File: src/rtl/arb_pkg.sv
// Shared definitions for the data-memory port arbiter.
//   arb_state_t    : arbiter FSM states (port owner)
//   rd_owner_t     : which requester a returning read belongs to
//   ARB_ADDR_LIMIT : highest legal data-memory address; the processor's
//                    address clamp uses the same constant
//   cnt_width      : bits needed to hold a beat count from 0 to max
package arb_pkg;

    typedef enum logic [1:0] {
        IDLE    = 2'd0,
        CPU_OWN = 2'd1,
        DMA_OWN = 2'd2
    } arb_state_t;

    typedef enum logic [1:0] {
        NONE = 2'd0,
        CPU  = 2'd1,
        DMA  = 2'd2
    } rd_owner_t;

    localparam logic [31:0] ARB_ADDR_LIMIT = 32'h0003_D08F;

    function automatic int cnt_width(input int max);
        return (max < 1) ? 1 : $clog2(max + 1);
    endfunction

endpackage

File: src/rtl/burst_counter.sv
// Saturating DMA beat counter.
//   clk, rst      : clock, asynchronous active-low reset
//   clr           : force the count to zero (highest priority)
//   load_one      : start a fresh burst (count = 1)
//   inc           : count one more beat, holding at MAX
//   count         : current beat count
module burst_counter #(
    parameter int MAX = 8,
    parameter int W   = 4
) (
    input  logic         clk,
    input  logic         rst,
    input  logic         clr,
    input  logic         load_one,
    input  logic         inc,
    output logic [W-1:0] count
);

    localparam logic [W-1:0] MAX_CNT = W'(MAX);

    logic [W-1:0] count_d;
    logic [W-1:0] count_q;

    // Next count: clear, fresh burst, saturating increment, or hold.
    always_comb begin
        count_d = count_q;
        if (clr) begin
            count_d = {W{1'b0}};
        end else if (load_one) begin
            count_d = W'(1);
        end else if (inc && (count_q < MAX_CNT)) begin
            count_d = count_q + W'(1);
        end else begin
            count_d = count_q;
        end
    end

    // Count register.
    always_ff @(posedge clk or negedge rst) begin
        if (!rst) begin
            count_q <= {W{1'b0}};
        end else begin
            count_q <= count_d;
        end
    end

    assign count = count_q;

endmodule

File: src/rtl/dmem_port_arbiter.sv
// Shares the single data-memory port between the processor memory stage
// and the DMA engine. One requester is granted per cycle (combinationally);
// the CPU has fixed priority except while the DMA owns the port for a burst,
// which it keeps until dma_last, an idle beat, or MAX_BURST beats with the
// CPU waiting. Read data (1-cycle latency) is steered to its issuer.
//   clk, rst                       : clock, asynchronous active-low reset
//   cpu_req/we/addr/wdata          : processor access request
//   cpu_stall                      : processor request denied this cycle
//   cpu_rdata/cpu_rvalid           : read return to processor
//   dma_req/we/addr/wdata/last     : DMA beat request
//   dma_gnt                        : DMA beat accepted this cycle
//   dma_rdata/dma_rvalid           : read return to DMA
//   mem_we/addr/wdata, mem_rdata   : data-memory port
//   addr_err                       : registered pulse, granted access out of range
module dmem_port_arbiter
    import arb_pkg::*;
#(
    parameter int          N          = 32,
    parameter int          MAX_BURST  = 8,
    parameter logic [31:0] ADDR_LIMIT = ARB_ADDR_LIMIT
) (
    input  logic         clk,
    input  logic         rst,
    input  logic         cpu_req,
    input  logic         cpu_we,
    input  logic [N-1:0] cpu_addr,
    input  logic [N-1:0] cpu_wdata,
    output logic         cpu_stall,
    output logic [N-1:0] cpu_rdata,
    output logic         cpu_rvalid,
    input  logic         dma_req,
    input  logic         dma_we,
    input  logic [N-1:0] dma_addr,
    input  logic [N-1:0] dma_wdata,
    input  logic         dma_last,
    output logic         dma_gnt,
    output logic [N-1:0] dma_rdata,
    output logic         dma_rvalid,
    output logic         mem_we,
    output logic [N-1:0] mem_addr,
    output logic [N-1:0] mem_wdata,
    input  logic [N-1:0] mem_rdata,
    output logic         addr_err
);

    localparam int           CW      = cnt_width(MAX_BURST);
    localparam logic [CW-1:0] MAX_CNT = CW'(MAX_BURST);
    localparam logic [N-1:0]  LIMIT   = N'(ADDR_LIMIT);

    arb_state_t state_d, state_q;
    rd_owner_t  rd_owner_d, rd_owner_q;
    logic       addr_err_d, addr_err_q;

    logic          cpu_grant_s;
    logic          dma_grant_s;
    logic          cnt_clr_s;
    logic          cnt_load_s;
    logic          cnt_inc_s;
    logic [CW-1:0] beat_cnt_s;

    logic          sel_we_s;
    logic [N-1:0]  sel_addr_s;
    logic [N-1:0]  sel_wdata_s;
    logic          range_err_s;

    burst_counter #(
        .MAX (MAX_BURST),
        .W   (CW)
    ) u_burst_counter (
        .clk      (clk),
        .rst      (rst),
        .clr      (cnt_clr_s),
        .load_one (cnt_load_s),
        .inc      (cnt_inc_s),
        .count    (beat_cnt_s)
    );

    // Grant and next-state decision; depends only on registered state,
    // beat count and request inputs so cpu_stall never sees data paths.
    always_comb begin
        cpu_grant_s = 1'b0;
        dma_grant_s = 1'b0;
        cnt_clr_s   = 1'b0;
        cnt_load_s  = 1'b0;
        cnt_inc_s   = 1'b0;
        state_d     = state_q;
        case (state_q)
            IDLE, CPU_OWN: begin
                if (cpu_req) begin
                    cpu_grant_s = 1'b1;
                    cnt_clr_s   = 1'b1;
                    state_d     = CPU_OWN;
                end else if (dma_req) begin
                    dma_grant_s = 1'b1;
                    cnt_load_s  = 1'b1;
                    state_d     = DMA_OWN;
                end else begin
                    state_d     = IDLE;
                end
            end
            DMA_OWN: begin
                if (cpu_req && (beat_cnt_s >= MAX_CNT)) begin
                    // Forced yield: the DMA comes back later as a fresh burst.
                    cpu_grant_s = 1'b1;
                    cnt_clr_s   = 1'b1;
                    state_d     = CPU_OWN;
                end else if (dma_req) begin
                    dma_grant_s = 1'b1;
                    if (dma_last) begin
                        cnt_clr_s = 1'b1;
                        state_d   = cpu_req ? CPU_OWN : IDLE;
                    end else begin
                        cnt_inc_s = 1'b1;
                        state_d   = DMA_OWN;
                    end
                end else begin
                    // DMA went quiet: release; a waiting CPU takes the idle slot.
                    cnt_clr_s = 1'b1;
                    if (cpu_req) begin
                        cpu_grant_s = 1'b1;
                        state_d     = CPU_OWN;
                    end else begin
                        state_d     = IDLE;
                    end
                end
            end
            default: begin
                cnt_clr_s = 1'b1;
                state_d   = IDLE;
            end
        endcase
    end

    // Memory port mux, range check and read-tag / error next values.
    always_comb begin
        sel_we_s    = 1'b0;
        sel_addr_s  = {N{1'b0}};
        sel_wdata_s = {N{1'b0}};
        rd_owner_d  = NONE;
        if (cpu_grant_s) begin
            sel_we_s    = cpu_we;
            sel_addr_s  = cpu_addr;
            sel_wdata_s = cpu_wdata;
            rd_owner_d  = cpu_we ? NONE : CPU;
        end else if (dma_grant_s) begin
            sel_we_s    = dma_we;
            sel_addr_s  = dma_addr;
            sel_wdata_s = dma_wdata;
            rd_owner_d  = dma_we ? NONE : DMA;
        end else begin
            rd_owner_d  = NONE;
        end
        range_err_s = (cpu_grant_s || dma_grant_s) && (sel_addr_s > LIMIT);
        addr_err_d  = range_err_s;
    end

    // FSM state, read-owner tag and address-error pulse registers.
    always_ff @(posedge clk or negedge rst) begin
        if (!rst) begin
            state_q    <= IDLE;
            rd_owner_q <= NONE;
            addr_err_q <= 1'b0;
        end else begin
            state_q    <= state_d;
            rd_owner_q <= rd_owner_d;
            addr_err_q <= addr_err_d;
        end
    end

    assign cpu_stall  = cpu_req & ~cpu_grant_s;
    assign dma_gnt    = dma_grant_s;

    // An out-of-range access still completes its grant but cannot touch memory.
    assign mem_we     = sel_we_s & ~range_err_s;
    assign mem_addr   = range_err_s ? {N{1'b0}} : sel_addr_s;
    assign mem_wdata  = sel_wdata_s;

    assign cpu_rvalid = (rd_owner_q == CPU);
    assign dma_rvalid = (rd_owner_q == DMA);
    assign cpu_rdata  = cpu_rvalid ? mem_rdata : {N{1'b0}};
    assign dma_rdata  = dma_rvalid ? mem_rdata : {N{1'b0}};
    assign addr_err   = addr_err_q;

endmodule

File: config.mk
export PLATFORM = sky130hd
export DESIGN_NAME = dmem_port_arbiter
export DESIGN_NICKNAME = d
export VERILOG_FILES = /design/src/rtl/arb_pkg.sv /design/src/rtl/burst_counter.sv /design/src/rtl/dmem_port_arbiter.sv
export SDC_FILE = /design/constraint.sdc
export NUM_CORES = 1
export LEC_CHECK = 0
export ABC_AREA = 1
export CAP_MARGIN = 20
export CELL_PAD_IN_SITES_DETAIL_PLACEMENT = 1
export CELL_PAD_IN_SITES_GLOBAL_PLACEMENT = 1
export CORE_MARGIN = 3
export CORE_UTILIZATION = 14
export DETAILED_ROUTE_END_ITERATION = 10
export PLACE_DENSITY_LB_ADDON = 0.1
export REMOVE_ABC_BUFFERS = 1
export SLEW_MARGIN = 20
export SYNTH_ARGS = -nofsm -noshare
export SYNTH_HDL_FRONTEND = slang
export SYNTH_SLANG_ARGS = --single-unit
File: constraint.sdc
create_clock -name clk -period 2.8 [get_ports clk]
set_clock_uncertainty 0.05 [all_clocks]
set_input_delay 0.42 -clock clk [delete_from_list [all_inputs] [get_ports clk]]
set_output_delay 0.42 -clock clk [all_outputs]
set_load 0.01 [all_outputs]
==> flow_summary.json <==
{
  "status": "complete, no violations",
  "cts_sinks": 9,
  "synth_cells": 364,
  "layout-drive-gt1-share_pct": 16.0,
  "crit_slowest_cell": "dfrtp_1",
  "avgSynthCellArea_um2": 5.54,
  "min-delay-path-class": "in -> async",
  "total_leakage_power_nw": 2.47,
  "timing.final.ws_setup_ps": 123,
  "irDropWorstVdd_mv": 0.126,
  "antenna_cells": 0,
  "start_util_pct": 14.4,
  "antenna_found_initial": 0,
  "critical_path.max_fanout": 9,
  "slowest_delay_ps": 400,
  "grt-ovfl-total": 0,
  "nets": 846,
  "die_x_um": 126,
  "async_flop_share_pct": 100,
  "gp_routability_congestion": 0.804,
  "cts_root_buf": "clkbuf_16",
  "final_cells": 856,
  "worstPathRequired_ps": 2330,
  "path_buf_inv": 4,
  "dp_hpwl_um": 11800,
  "synth_edf_count": 0,
  "fin_crit_ps": 2680,
  "die_area_um2": 15900,
  "synth.cell_area_um2": 2020,
  "drtPass1Iterations": 4,
  "ys_seq_area_share_pct": 11.2,
  "powerDensity_nw_per_um2": 233,
  "drtAntennaViolNets": 0,
  "post-place-cells": 848,
  "place_area_um2": 5280,
  "clkLatencyLatePin_ps": 240,
  "period_share_pct": 95.6,
  "place_ws_ps": -605,
  "cts_tree": "yes",
  "crit_type": "reg -> out",
  "grt_max_degree": 34,
  "crit_top_cell": "nand2_1",
  "routed-via-count": 3460,
  "yosysUniqueCellTypes": 29,
  "wl_per_cell_um": 15.1,
  "rsz0062_at_grt": "yes",
  "critical-path-top-delay-family": "simple AND/OR/NAND/NOR gates",
  "start_kind": "flip-flop",
  "coreArea_um2": 14000,
  "crit_path_end_kind": "output pin",
  "final-hold-violation-count": 0,
  "final_cell_area_um2": 5380,
  "placement.io_buffers": 286,
  "drv_cap": 0,
  "grt_pass1_wl_um": 19300,
  "vias_per_cell": 4.04,
  "drt_iter0_markers": 40,
  "finalPower_mw": 1.25,
  "area_growth_pct": 166,
  "clkTransAtPathRegs_ps": 40,
  "rows": 43,
  "cts_made_buffers": 3,
  "die_h_um": 126,
  "clockBufferDepth": 2,
  "yosys_warnings": 0,
  "maxSlewViolCount": 0,
  "drc": 0,
  "cp_cell_sequence": "nand2_2 -> nand3_2 -> buf_4 -> nand2_4 -> nand3_1 -> nand2_1 -> inv_2 -> nand2_1 -> nor2_2 -> nand2_1 -> nand3_1 -> nand2_2 -> nand2_4 -> buf_6 -> nor2_2 -> clkdlybuf4s15_1",
  "ys.flop_type": "dfrtp_1",
  "cp.arrival_ps": 2210,
  "htreeDepth": 1,
  "grt_pass1_vias": 3754,
  "max_freq_mhz": 374,
  "setup_viol": 0,
  "fin_util_pct": 38.4,
  "track_usage_pct": 15.0,
  "ys_seq_elements": 9,
  "num_io_pins": 301,
  "drt-total-wl_um": 13000
}
what timing repair did:
item | in CTS | in global routing
hold buffers | 0 | 0
pin swaps | 3 | 1
setup endpoints to repair | 52 | 40
resized for setup | 54 | 31
cloned | 1 | 0
buffers inserted | 3 | 0
sequential cells by signal (all words and copies together), names as in the netlist:
| name | count |
|---|---|
| rd_owner_q | 2 |
| u_burst_counter.count | 4 |
| state_q | 2 |
| addr_err | 1 |
layout make-up:
class | instances | area [um2]
multi-input combinational | 265 | 1440
inverter | 70 | 263
fill | 1773 | 8610
timing repair buffer | 328 | 3150
sequential | 9 | 225
tap | 180 | 225
clock buffer | 4 | 78.8
per-layer routing:
metal	track usage [%]	up-vias	routed length [um]
met1	13.7	1543	4120
met4	3.34	0	264
met3	5.68	15	1480
met2	31.0	185	7090
li1	-	1717	-
met5	0	-	0
where the power goes:
part	total (mW)	leakage, nW	internal, mW	switching [mW]
combinational	0.853	2.32	0.508	0.345
sequential	0.143	0.114	0.138	0.00524
clock	0.254	0.0382	0.190	0.0637
total	1.25	2.47	0.837	0.414
path summary, 6_finish.rpt:
check / startpoint / to / slack (ps) / depth (start not counted)
hold / removal: rst / u_burst_counter.count[3] / 450 / 1
hold reg to reg: u_burst_counter.count[2] / u_burst_counter.count[2] / 500 / 2
setup / recovery: u_burst_counter.count[3] / mem_addr[1] / 120 / 16
setup reg to reg: u_burst_counter.count[3] / addr_err / 940 / 12
max in group asynchronous: rst / rd_owner_q[0] / 1940 / 1
min in group clk: cpu_req / state_q[0] / 480 / 3
synthesized netlist by cell type (3+ instances only):
| master | instances | share of area (%) |
|---|---|---|
| nand2_4 | 3 | 1.7 |
| inv_2 | 4 | 0.74 |
| buf_6 | 4 | 2.2 |
| nand2_1 | 73 | 14 |
| buf_2 | 8 | 2.0 |
| inv_1 | 65 | 12 |
| dfrtp_1 | 9 | 11 |
| o22ai_1 | 3 | 0.93 |
| buf_4 | 14 | 5.2 |
| nand4_1 | 6 | 1.9 |
| nand3_1 | 13 | 3.2 |
| clkbuf_1 | 8 | 1.5 |
| nor2_2 | 19 | 5.9 |
| a22o_1 | 36 | 16 |
| nor2_1 | 79 | 15 |
logic make-up after synthesis:
family                   Yosys count  share of synthesized area, %
AND/OR/NAND/NOR                  200                          43.6
buffers and inverters            104                          23.9
AO/OA/AOI/OAI                     47                          19.5
flip-flops                         9                          11.2
adder cells (fa/ha/maj)            2                          1.24
XOR/XNOR                           1                         0.434
other                              1                         0.186
metrics by stage:
stage                     hold WS, ps  TNS, ps
after floorplan                  74.4        0
after global placement            475   -15760
after detailed placement          510   -15960
after CTS                         468        0
after global routing              503    -58.6
final                             450        0
layout by cell type (no fill, tap or decap), drive strengths merged:
cell type / n
o211ai: 1
clkinv: 1
xor2: 1
dfrtp: 9
conb: 14
inv: 69
nand3b: 2
clkdlybuf4s15: 1
o22ai: 3
ha: 2
a21oi: 1
or2: 1
a22o: 36
buf: 47
nand4: 6
clkbuf: 17
nand2: 79
clkdlybuf4s50: 265
a21boi: 2
nor2: 98
nand3: 15
dlygate4sd2: 2
o21ai: 4
No activity file was read; power rests on OpenSTA's default activity.
==> RTL edit: new RTL, same flow settings <==
The parameter `N` goes from 32 to 16.
--- a/src/rtl/dmem_port_arbiter.sv
+++ b/src/rtl/dmem_port_arbiter.sv
@@ -16,5 +16,5 @@
     import arb_pkg::*;
 #(
-    parameter int          N          = 32,
+    parameter int          N          = 16,
     parameter int          MAX_BURST  = 8,
     parameter logic [31:0] ADDR_LIMIT = ARB_ADDR_LIMIT
Ports: changed (9 resized); port bits go from 301 to 157. No check against the original RTL was run, so the function may have changed too.
==> RTL edit against the original RTL <==
  * Power fell by 35%
  * Fmax rose by 2.4%
  * Routed wire length down 44%
  * Largest cell class unchanged
  * Final area is 40% lower
  * Sequential cell count unchanged
  * Non-clock buffer count is 147 lower
  * Critical path depth down 3
  * Count of clock-buffer cells in the layout did not move
  * Area after synthesis shrank 37%
  * Worst setup slack improved by 0.062 ns
  * Critical endpoint is now mem_addr[9]
==> RTL edit: results (changes against the original RTL) <==
- The tree is rooted in a clkbuf_8.
- The routability-driven placement congestion ratio was 0.703 (-13%).
- Critical path destination: mem_addr[9]
- Ranked by instance count, the synthesized netlist is headed by nor2_1, inv_1, nand2_1, nand3_1, a22o_1.
* Maximum number of pins on one net before global-route repair: 18 (-47%)
- The aggregate global-route resource usage is 0.135 (-0.0156).
- Worst path arrival time: 2.14 ns (-0.07 ns)
- P_leak: 1.51 nW (-39%)
- Slowest cell on the critical path: dfrtp_2
- Routed wire length per instance: 14.4 um (-5.1%)
- Yosys attributes the largest share of cell area to dfrtp_1, nor2_1, a22o_1.
* Detailed Route Iter0 Violations: 32 (-20%)
- Result of the run: finished, final reports clean
* GR Util met2: 0.252 (-0.0584)
* Port bufs: 156 (-45%)
- Combinational share of power: 0.641 (-0.041)
* Metal1 wirelength: 3.01 mm (-27%)
- Sw Share: 0.339 (+0.00835)
- Worst setup path start: state_q[1]
* Sequential area share after synthesis: 0.177 (+0.0651)
- Library cell occupying the most area in the post-synthesis netlist: dfrtp_1
- The cell area reported after detailed placement was 0.00305 sq mm (-42%).
* Least setup slack across all paths after layout: 0.185 ns (+0.0622 ns)
* Met2 routed wirelength: 3.65 mm (-49%)
- The combinational power came to 521 uW (-39%).
- GR Layer Usage met1: 0.163 (+0.0264)
* Number of cells on the worst reg-to-reg path: 10 (-2)
* Reg-to-reg slack, setup: 1.04 ns (+0.10 ns)
* Hpwl dp: 6.14 mm (-48%)
* Number of distinct standard cells referenced by the synthesized netlist: 24 (-17%)
- Placement-stage worst setup slack: -0.416 ns (+0.189 ns)
- Layout cells sized above 1: 0.178 (+0.0177)
- Synthesized-area fraction occupied by ao, oa, aoi and oai cells: 0.177 (-0.0180)
- Number of cells in the finished layout apart from fillers: 508 (-41%)
* Worst-path maximum fanout: 5 (-4)
- Routing usage on met3: 0.0241 (-0.0327)
-- RTL edit: changes by cell type after synthesis, moves of 14 or more --
cell,delta
nand2_1,-39
nor2_1,-28
inv_1,-21
a22o_1,-16
buf_4,-14
-- RTL edit: cell type report --
cell class / instances / area [sq um]
repair buffers: 181 / 1760
well taps: 108 / 135
clock buffers: 4 / 45.0
fillers: 1109 / 5540
inverters: 47 / 179
flip-flops and latches: 9 / 226
multi-input cells: 159 / 885
-- RTL edit: worst min path at each step --
stage	end	slack [ns]	cells after the start	startpoint
after floorplan	addr_err	0.07	0	rst
after global placement	u_burst_counter.count[2]	0.48	2	u_burst_counter.count[2]
after detailed placement	u_burst_counter.count[2]	0.49	2	u_burst_counter.count[2]
after CTS	state_q[1]	0.47	1	rst
after global routing	rd_owner_q[1]	0.50	1	rst
final	rd_owner_q[1]	0.46	1	rst
-- RTL edit: repair_timing --
action	CTS	global route
setup endpoints to repair	25	15
gates resized for setup	50	8
cloned	3	0
buffers inserted	6	0
pin swaps	5	4
